--- config.mk ---
export PLATFORM = sky130hd
export DESIGN_NAME = multicycle_control_fsm
export DESIGN_NICKNAME = d
export VERILOG_FILES = /design/src/rtl/multicycle_control_fsm.sv
export SDC_FILE = /design/constraint.sdc
export NUM_CORES = 1
export LEC_CHECK = 0
export CAP_MARGIN = 20
export CORE_ASPECT_RATIO = 1.1
export CORE_MARGIN = 1.5
export CORE_UTILIZATION = 45
export DETAILED_ROUTE_END_ITERATION = 8
export PLACE_DENSITY_LB_ADDON = 0.12
export SYNTH_ARGS = -nofsm -noshare
export SYNTH_HDL_FRONTEND = slang
export SYNTH_SLANG_ARGS = --single-unit
--- constraint.sdc ---
create_clock -name clk -period 3.6 [get_ports clk]
set_input_delay 0.36 -clock clk [delete_from_list [all_inputs] [get_ports clk]]
set_output_delay 0.36 -clock clk [all_outputs]
set_load 0.02 [all_outputs]
--- src/rtl/multicycle_control_fsm.sv ---
// Control FSM for the multicycle RISC-V core.
// Sequences fetch/decode/execute over a shared ULA, register file and
// unified req/ready memory. All control outputs are decoded from the
// current state plus the instruction fields, Zero and MemReady; only
// the state, the retired-instruction counter and the trap flag are registered.
module multicycle_control_fsm #(
  parameter int CNT_W = 32
) (
  input  logic             clk,
  input  logic             rst_n,
  input  logic [6:0]       Op,
  input  logic [2:0]       Funct3,
  input  logic [6:0]       Funct7,
  input  logic             Zero,
  input  logic             MemReady,
  output logic             MemReq,
  output logic             MemWrite,
  output logic             AdrSrc,
  output logic             IRWrite,
  output logic             PCWrite,
  output logic             RegWrite,
  output logic [1:0]       ResultSrc,
  output logic [1:0]       ULASrcA,
  output logic [1:0]       ULASrcB,
  output logic [1:0]       ImmSrc,
  output logic [2:0]       ULAControl,
  output logic             Branch,
  output logic             Illegal,
  output logic [3:0]       State,
  output logic [CNT_W-1:0] InstRet
);

  typedef enum logic [3:0] {
    S_FETCH    = 4'h0,
    S_DECODE   = 4'h1,
    S_MEMADR   = 4'h2,
    S_MEMREAD  = 4'h3,
    S_MEMWB    = 4'h4,
    S_MEMWRITE = 4'h5,
    S_EXECR    = 4'h6,
    S_EXECI    = 4'h7,
    S_ALUWB    = 4'h8,
    S_BEQ      = 4'h9,
    S_JALR1    = 4'hA,
    S_JALR2    = 4'hB,
    S_JALR3    = 4'hC,
    S_TRAP     = 4'hF
  } state_t;

  localparam logic [6:0] OP_LW   = 7'h03;
  localparam logic [6:0] OP_SW   = 7'h23;
  localparam logic [6:0] OP_R    = 7'h33;
  localparam logic [6:0] OP_I    = 7'h13;
  localparam logic [6:0] OP_JALR = 7'h67;
  localparam logic [6:0] OP_BEQ  = 7'h63;

  // R-type ULA operation from {funct3, funct7[5]}; unknown combos pass through.
  function automatic logic [2:0] alu_r(input logic [2:0] f3, input logic f75);
    logic [2:0] r;
    case ({f3, f75})
      4'b0000: r = 3'b000;
      4'b0001: r = 3'b001;
      4'b1110: r = 3'b010;
      4'b1100: r = 3'b011;
      4'b0100: r = 3'b101;
      default: r = 3'b100;
    endcase
    return r;
  endfunction

  // I-type ULA operation from funct3 alone (funct7 carries immediate bits).
  function automatic logic [2:0] alu_i(input logic [2:0] f3);
    logic [2:0] r;
    case (f3)
      3'b000:  r = 3'b000;
      3'b111:  r = 3'b010;
      3'b110:  r = 3'b011;
      3'b010:  r = 3'b101;
      default: r = 3'b100;
    endcase
    return r;
  endfunction

  state_t           state_r;
  state_t           state_nxt_s;
  logic [CNT_W-1:0] instret_r;
  logic             illegal_r;
  logic             retire_s;

  logic       memreq_s;
  logic       memwrite_s;
  logic       adrsrc_s;
  logic       irwrite_s;
  logic       pcwrite_s;
  logic       regwrite_s;
  logic [1:0] resultsrc_s;
  logic [1:0] ulasrca_s;
  logic [1:0] ulasrcb_s;
  logic [1:0] immsrc_s;
  logic [2:0] ulacontrol_s;
  logic       branch_s;

  // Only funct7[5] selects an operation; the remaining bits are don't-care.
  logic unused_s;
  assign unused_s = ^{Funct7[6], Funct7[4:0]};

  // State, retirement counter and sticky trap flag.
  always_ff @(posedge clk) begin
    if (!rst_n) begin
      state_r   <= S_FETCH;
      instret_r <= {CNT_W{1'b0}};
      illegal_r <= 1'b0;
    end else begin
      state_r <= state_nxt_s;
      if (retire_s) begin
        instret_r <= instret_r + {{(CNT_W-1){1'b0}}, 1'b1};
      end
      if (state_nxt_s == S_TRAP) begin
        illegal_r <= 1'b1;
      end
    end
  end

  // Next-state selection; unreachable encodings fall into the trap.
  always_comb begin
    state_nxt_s = state_r;
    case (state_r)
      S_FETCH: begin
        if (MemReady) state_nxt_s = S_DECODE;
        else          state_nxt_s = S_FETCH;
      end
      S_DECODE: begin
        case (Op)
          OP_LW, OP_SW: state_nxt_s = S_MEMADR;
          OP_R:         state_nxt_s = S_EXECR;
          OP_I:         state_nxt_s = S_EXECI;
          OP_JALR:      state_nxt_s = S_JALR1;
          OP_BEQ:       state_nxt_s = S_BEQ;
          default:      state_nxt_s = S_TRAP;
        endcase
      end
      S_MEMADR: begin
        if (Op == OP_SW) state_nxt_s = S_MEMWRITE;
        else             state_nxt_s = S_MEMREAD;
      end
      S_MEMREAD: begin
        if (MemReady) state_nxt_s = S_MEMWB;
        else          state_nxt_s = S_MEMREAD;
      end
      S_MEMWRITE: begin
        if (MemReady) state_nxt_s = S_FETCH;
        else          state_nxt_s = S_MEMWRITE;
      end
      S_MEMWB:  state_nxt_s = S_FETCH;
      S_EXECR:  state_nxt_s = S_ALUWB;
      S_EXECI:  state_nxt_s = S_ALUWB;
      S_ALUWB:  state_nxt_s = S_FETCH;
      S_BEQ:    state_nxt_s = S_FETCH;
      S_JALR1:  state_nxt_s = S_JALR2;
      S_JALR2:  state_nxt_s = S_JALR3;
      S_JALR3:  state_nxt_s = S_FETCH;
      S_TRAP:   state_nxt_s = S_TRAP;
      default:  state_nxt_s = S_TRAP;
    endcase
  end

  // Datapath control decode and retirement strobe for the current state.
  always_comb begin
    memreq_s     = 1'b0;
    memwrite_s   = 1'b0;
    adrsrc_s     = 1'b0;
    irwrite_s    = 1'b0;
    pcwrite_s    = 1'b0;
    regwrite_s   = 1'b0;
    resultsrc_s  = 2'b00;
    ulasrca_s    = 2'b00;
    ulasrcb_s    = 2'b00;
    immsrc_s     = 2'b00;
    ulacontrol_s = 3'b000;
    branch_s     = 1'b0;
    retire_s     = 1'b0;
    case (state_r)
      S_FETCH: begin
        memreq_s = 1'b1;
        if (MemReady) begin
          irwrite_s   = 1'b1;
          pcwrite_s   = 1'b1;
          ulasrcb_s   = 2'b10;
          resultsrc_s = 2'b10;
        end else begin
          irwrite_s = 1'b0;
        end
      end
      S_DECODE: begin
        ulasrca_s = 2'b01;
        ulasrcb_s = 2'b01;
        if (Op == OP_BEQ)     immsrc_s = 2'b10;
        else if (Op == OP_SW) immsrc_s = 2'b01;
        else                  immsrc_s = 2'b00;
      end
      S_MEMADR: begin
        ulasrca_s = 2'b10;
        ulasrcb_s = 2'b01;
        if (Op == OP_SW) immsrc_s = 2'b01;
        else             immsrc_s = 2'b00;
      end
      S_MEMREAD: begin
        memreq_s = 1'b1;
        adrsrc_s = 1'b1;
      end
      S_MEMWB: begin
        resultsrc_s = 2'b01;
        regwrite_s  = 1'b1;
        retire_s    = 1'b1;
      end
      S_MEMWRITE: begin
        memreq_s   = 1'b1;
        memwrite_s = 1'b1;
        adrsrc_s   = 1'b1;
        retire_s   = MemReady;
      end
      S_EXECR: begin
        ulasrca_s    = 2'b10;
        ulacontrol_s = alu_r(Funct3, Funct7[5]);
      end
      S_EXECI: begin
        ulasrca_s    = 2'b10;
        ulasrcb_s    = 2'b01;
        ulacontrol_s = alu_i(Funct3);
      end
      S_ALUWB: begin
        regwrite_s = 1'b1;
        retire_s   = 1'b1;
      end
      S_BEQ: begin
        ulasrca_s    = 2'b10;
        ulacontrol_s = 3'b001;
        branch_s     = 1'b1;
        pcwrite_s    = Zero;
        retire_s     = 1'b1;
      end
      S_JALR1: begin
        ulasrca_s = 2'b10;
        ulasrcb_s = 2'b01;
      end
      S_JALR2: begin
        pcwrite_s = 1'b1;
        ulasrca_s = 2'b01;
        ulasrcb_s = 2'b10;
      end
      S_JALR3: begin
        regwrite_s = 1'b1;
        retire_s   = 1'b1;
      end
      default: begin
        retire_s = 1'b0;
      end
    endcase
  end

  // While reset is held every control strobe is forced low so no write escapes.
  assign MemReq     = rst_n & memreq_s;
  assign MemWrite   = rst_n & memwrite_s;
  assign AdrSrc     = rst_n & adrsrc_s;
  assign IRWrite    = rst_n & irwrite_s;
  assign PCWrite    = rst_n & pcwrite_s;
  assign RegWrite   = rst_n & regwrite_s;
  assign ResultSrc  = rst_n ? resultsrc_s  : 2'b00;
  assign ULASrcA    = rst_n ? ulasrca_s    : 2'b00;
  assign ULASrcB    = rst_n ? ulasrcb_s    : 2'b00;
  assign ImmSrc     = rst_n ? immsrc_s     : 2'b00;
  assign ULAControl = rst_n ? ulacontrol_s : 3'b000;
  assign Branch     = rst_n & branch_s;
  assign Illegal    = rst_n & illegal_r;
  assign State      = state_r;
  assign InstRet    = instret_r;

endmodule

* After elaboration in Yosys (flattened, before gate mapping)
Index checks and enable logic that the tools add are counted.
** Storage, ports and cells
- Output and inout bits :: 55
- Bits in registers :: 37
- Input port bits :: 21
- Word-level logic and storage cells :: 80
** Operators by class
- $add $sub $neg :: 1
- Equal/unequal tests :: 26
- Bitwise logic cells :: 8
- Mux-type cells :: 30
- Reductions and logical operators :: 12
** Operators by type and width (number)
- one-hot mux 4 bit (9 select lines) :: 1
- adder 32 x 1 -> 32 bit (second input constant) :: 1
- == test 4 bit (second input constant) :: 8
- == test 4 x 3 -> 1 bit (second input constant) :: 5
- one-hot mux 4 bit (5 select lines) :: 1
- one-hot mux 3 bit (5 select lines) :: 1
- == test 7 x 6 -> 1 bit (second input constant) :: 2
- == test 7 bit (second input constant) :: 2
- two-way mux 2 bit :: 6
- two-way mux 3 bit :: 4
- one-hot mux 2 bit (2 select lines) :: 3
- one-hot mux 3 bit (4 select lines) :: 1
- two-way mux 1 bit :: 9
- one-hot mux 3 bit (3 select lines) :: 1
- bitwise AND 1 bit :: 8
- == test 4 x 1 -> 1 bit (second input constant) :: 2
- == test 4 x 2 -> 1 bit (second input constant) :: 2
- zero test 4 bit :: 2
- OR reduction 2 bit :: 4
- OR reduction 4 bit :: 2
- == test 7 x 2 -> 1 bit (second input constant) :: 1
- == test 7 x 5 -> 1 bit (second input constant) :: 1
- == test 3 bit (second input constant) :: 2
- one-hot mux 2 bit (3 select lines) :: 1
- 6 further kinds :: 7

* Logic depth before layout (Yosys ltp)
- Depth after elaboration :: 5
- Depth in mapped cells :: 7
- Gate-level depth less buffers :: 5

* Least setup slack after synthesis
OpenSTA, ideal clock, no wires.
- Path type :: reg2out
- Start point :: reg state_r[1], in the netlist State[1]
- End point :: out ULASrcA[0]
- Path buffers :: 2
- Slack :: 1.517 ns
- Cell stages (with the launch flop) :: 5
- Arrival :: 1.723 ns
- Cells stage by stage :: dfxtp_1 > clkbuf_1 > clkbuf_1 > xor2_1 > nor3b_1
** On the way
- Cells in the longest elaborated chain, start to end :: 4
- Elaborated cells on any way between the ends :: 11
- Those cells by class :: eq/ne (7); mux (2); reduce/logical (2)
** Ends and longest elaborated chain
- start: declaration :: line 84 : state_t state_r;
- start signal: assignment :: line 114 : state_r <= state_nxt_s;
- == test 4 x 3 -> 1 bit (tied with other cells) :: line 182 : case (state_r)
- OR reduction 5 bit (no line) / OR reduction 2 bit (equally long branches)
- one-hot mux 2 bit (2 select lines) * :: line 182
- two-way mux 2 bit * :: line 269 : assign ULASrcA = rst_n ? ulasrca_s : 2'b00;
- end: declaration :: line 23 : output logic [1:0] ULASrcA,
Every way passes the cells marked *; elsewhere a longest branch is shown, timed or not.

* Worst setup path after layout
- Start point :: reg state_r[1], in the netlist State[1]
- End point :: out ULASrcA[1]
The elaborated chain is that of the path after synthesis.

==> reports/summary.txt <==
Max Clk Rate - 0.362 GHz
Worst Hold Class - reg2reg
Area fraction in compound gates after synthesis - 17.2%
Num CTS Buffers - 5
Worst endpoint required time - 3240 ps
Source of the critical timing path - State[1]$_SDFF_PN0_
Htree depth - 2
GP Congestion - 0.797
FF-to-FF path depth - 5
Crit path capture type - output pin
Register area share after synthesis - 34.2%
Asr flop ratio synth - 0%
Core Region - 0.00465 mm2
Flip-flop and latch count after synthesis - 37
Skew final - 14.1 ps
Vias/cell - 5.65
Cell internal pwr - 0.962 mW
Vias in the first global route - 2,076
Die X - 69.1 um
Mux share of post-synthesis cell area - 0.925%
Hold Crit Start - illegal_r$_SDFFE_PN0N_
N_diodes - 0
Mapped Cells - 287
Sw Ratio - 36.4%
Post-synth EDFFs - 0
GRT overflow - 0
Outcome - completed
Most common cell after layout, fill and taps aside - clkdlybuf4s50_1
Most used DFF post-synth - dfxtp_1
DR WL/cell - 13.5 um
Setup bufs post-CTS - 0
Startpoint class of the critical path - flip-flop
FILL cells - 427
Power per standard cell area - 501 mW/mm2
Initial core utilization - 46.5%
Final Max Tran Viols - 0
P&R area growth vs syn - 39.7%
Initial DRC Count - 66
Critical path arrival - 2410 ps
Switching pwr - 0.551 mW
Final net count - 372
Share of cells above drive strength 1 - 4.56%
Residual DRC count - 0
Comb power frac - 36.4%
HPWL after DPL - 3.87 mm
Setup TNS - 0 ps
Clock sinks - 37
CTS Buffer Depth - 2
Syn Nets - 309
Slew HR - 38.3%
Final Hold Viols - 0
Synth Cell Area - 0.00216 mm2
Root Driver - clkbuf_8
Ys Warns - 0
DR vias - 2,298
Most area-hungry cell type in the Yosys netlist - dfxtp_1
R2r startpoint - State[1]$_SDFF_PN0_
IO Port Bufs - 69
Worst Max-Slew Pin Slew - 925 ps
Simple-gate portion of the synthesized area - 34.9%
Die area - 0.00524 mm2
Detail Route Antenna Nets - 0
Setup violators final - 0
Xor and xnor fraction of the mapped netlist area - 7.69%
Seq pwr share - 34.7%
CTS tree - yes
Worst reg-to-reg setup slack - 1260 ps
Area share of fa/ha/maj cells after synthesis - 0.578%
Reg clk slew, reported paths - 70 ps
Worst skew pair latency - 300 ps
Cts hold-fix bufs - 0
Largest cells by area after synthesis - dfxtp_1, xnor2_1, nor2_1
Final worst path period need - 2770 ps
Number of gates resized after cts - 0
Distinct cells, synth - 46
Max Cap Viol - 0
Commonest non-fill, non-tap cells in the layout - clkdlybuf4s50_1, dfxtp_1, nor2_1
Setup crit end - ULASrcA[1]
Final period util - 76.8%
IO Pins - 76
Crit Path Max Fanout - 23
CP Class - reg2out
Largest net degree at the start of global routing - 38
Clock network power share - 28.9%
Largest family of logic cells by synthesized area - simple AND/OR/NAND/NOR gates
Mean area per synthesized cell - 7.54 um2
Antenna violations before repair - 0
Reg-to-reg critical path endpoint - InstRet[31]$_SDFFE_PN0P_
WL final - 5.48 mm
Row cnt - 26
First-pass GRT wire length - 9.03 mm
Leak - 0.990 nW
Unrepaired setup endpoints after global routing - no
Initial DRT Pass Iterations - 4
Total power - 1.51 mW
Min Hold Slack - 465 ps
Worst VDD drop - 0.000295 V
Top cell type's share of synthesized area - 34.2%
GRT Total Usage - 21.0%
Die Y - 75.7 um
[power by group through the flow]
| stage | Sequential, mW | Combinational (mW) | Clock, mW |
|---|---|---|---|
| floorplan | 0.489 | 0.384 | 0 |
| global placement | 0.532 | 0.545 | 0 |
| detailed placement | 0.532 | 0.544 | 0 |
| CTS | 0.523 | 0.549 | 0.446 |
| global route | 0.533 | 0.605 | 0.461 |
| finish | 0.525 | 0.550 | 0.438 |
[worst max-delay path: stages, from the launching register on]
cell	delay [ps]
dfxtp_1	830
nor2b_1	240
nand2_1	180
a21oi_1	80
a31oi_1	170
nor2_1	60
clkdlybuf4s50_1	570
[per-stage QoR]
step                      setup WS (ps)  std cells  cell area [um2]  util (%)
final                               834        407             3020      65.0
after global placement              980        399             2890      62.0
after floorplan                    1520        287             2160         -
after CTS                           861        407             3020      65.0
after detailed placement            937        399             2890      62.0
after global routing                688        407             3020      65.0
[worst min path at each step]
stage | depth (start not counted) | slack, ps | end
floorplan | 2 | 420 | illegal_r$_SDFFE_PN0N_
detailed placement | 2 | 450 | illegal_r$_SDFFE_PN0N_
global route | 2 | 490 | illegal_r$_SDFFE_PN0N_
finish | 2 | 470 | illegal_r$_SDFFE_PN0N_
CTS | 2 | 470 | illegal_r$_SDFFE_PN0N_
global placement | 2 | 450 | illegal_r$_SDFFE_PN0N_
[synthesized netlist by cell type (all sizes together) (2+ instances only)]
library cell and count:
dfxtp 37, nor2 33, a21oi 24, nand2 23
nor3 20, xnor2 16, clkbuf 14, o21ai 13
or3 13, nand3 11, nand4 10, and4 9
inv 9, nor4 7, nand2b 6, o21a 3
o31ai 3, xor2 3, a211oi 2, and2 2
buf 2, mux2i 2, nand3b 2, nor2b 2
nor3b 2, o2111ai 2, o211ai 2, o22ai 2
or4 2
[cell type report]
| cell class | instances | area, um2 | area share, % |
|---|---|---|---|
| Sequential cell | 37 | 741 | 24.5 |
| Clock inverter | 3 | 68.8 | 2.28 |
| Timing Repair Buffer | 72 | 713 | 23.6 |
| Tap cell | 56 | 70.1 | 2.32 |
| Inverter | 9 | 33.8 | 1.12 |
| Multi-Input combinational cell | 225 | 1330 | 43.9 |
| Clock buffer | 5 | 68.8 | 2.28 |
[metal layers]
layer	GRT usage (%)	vias to the layer above	share of wire, %
li1	-	1172	-
met1	24.8	1060	47
met2	37.5	57	48
met3	4.76	9	4.1
met4	8.71	0	1.6
met5	0	-	0
[logic make-up after synthesis]
family | Yosys count
xor+xnor | 19
simple gates | 143
buf+inv | 25
flops | 37
mux | 2
compound gates | 60
fa+ha+maj | 1
[state kept, by name, indices dropped and copies added, names as in the netlist]
register,flops
illegal_r,1
State,4
InstRet,32
(Power assumes the default switching activity.)
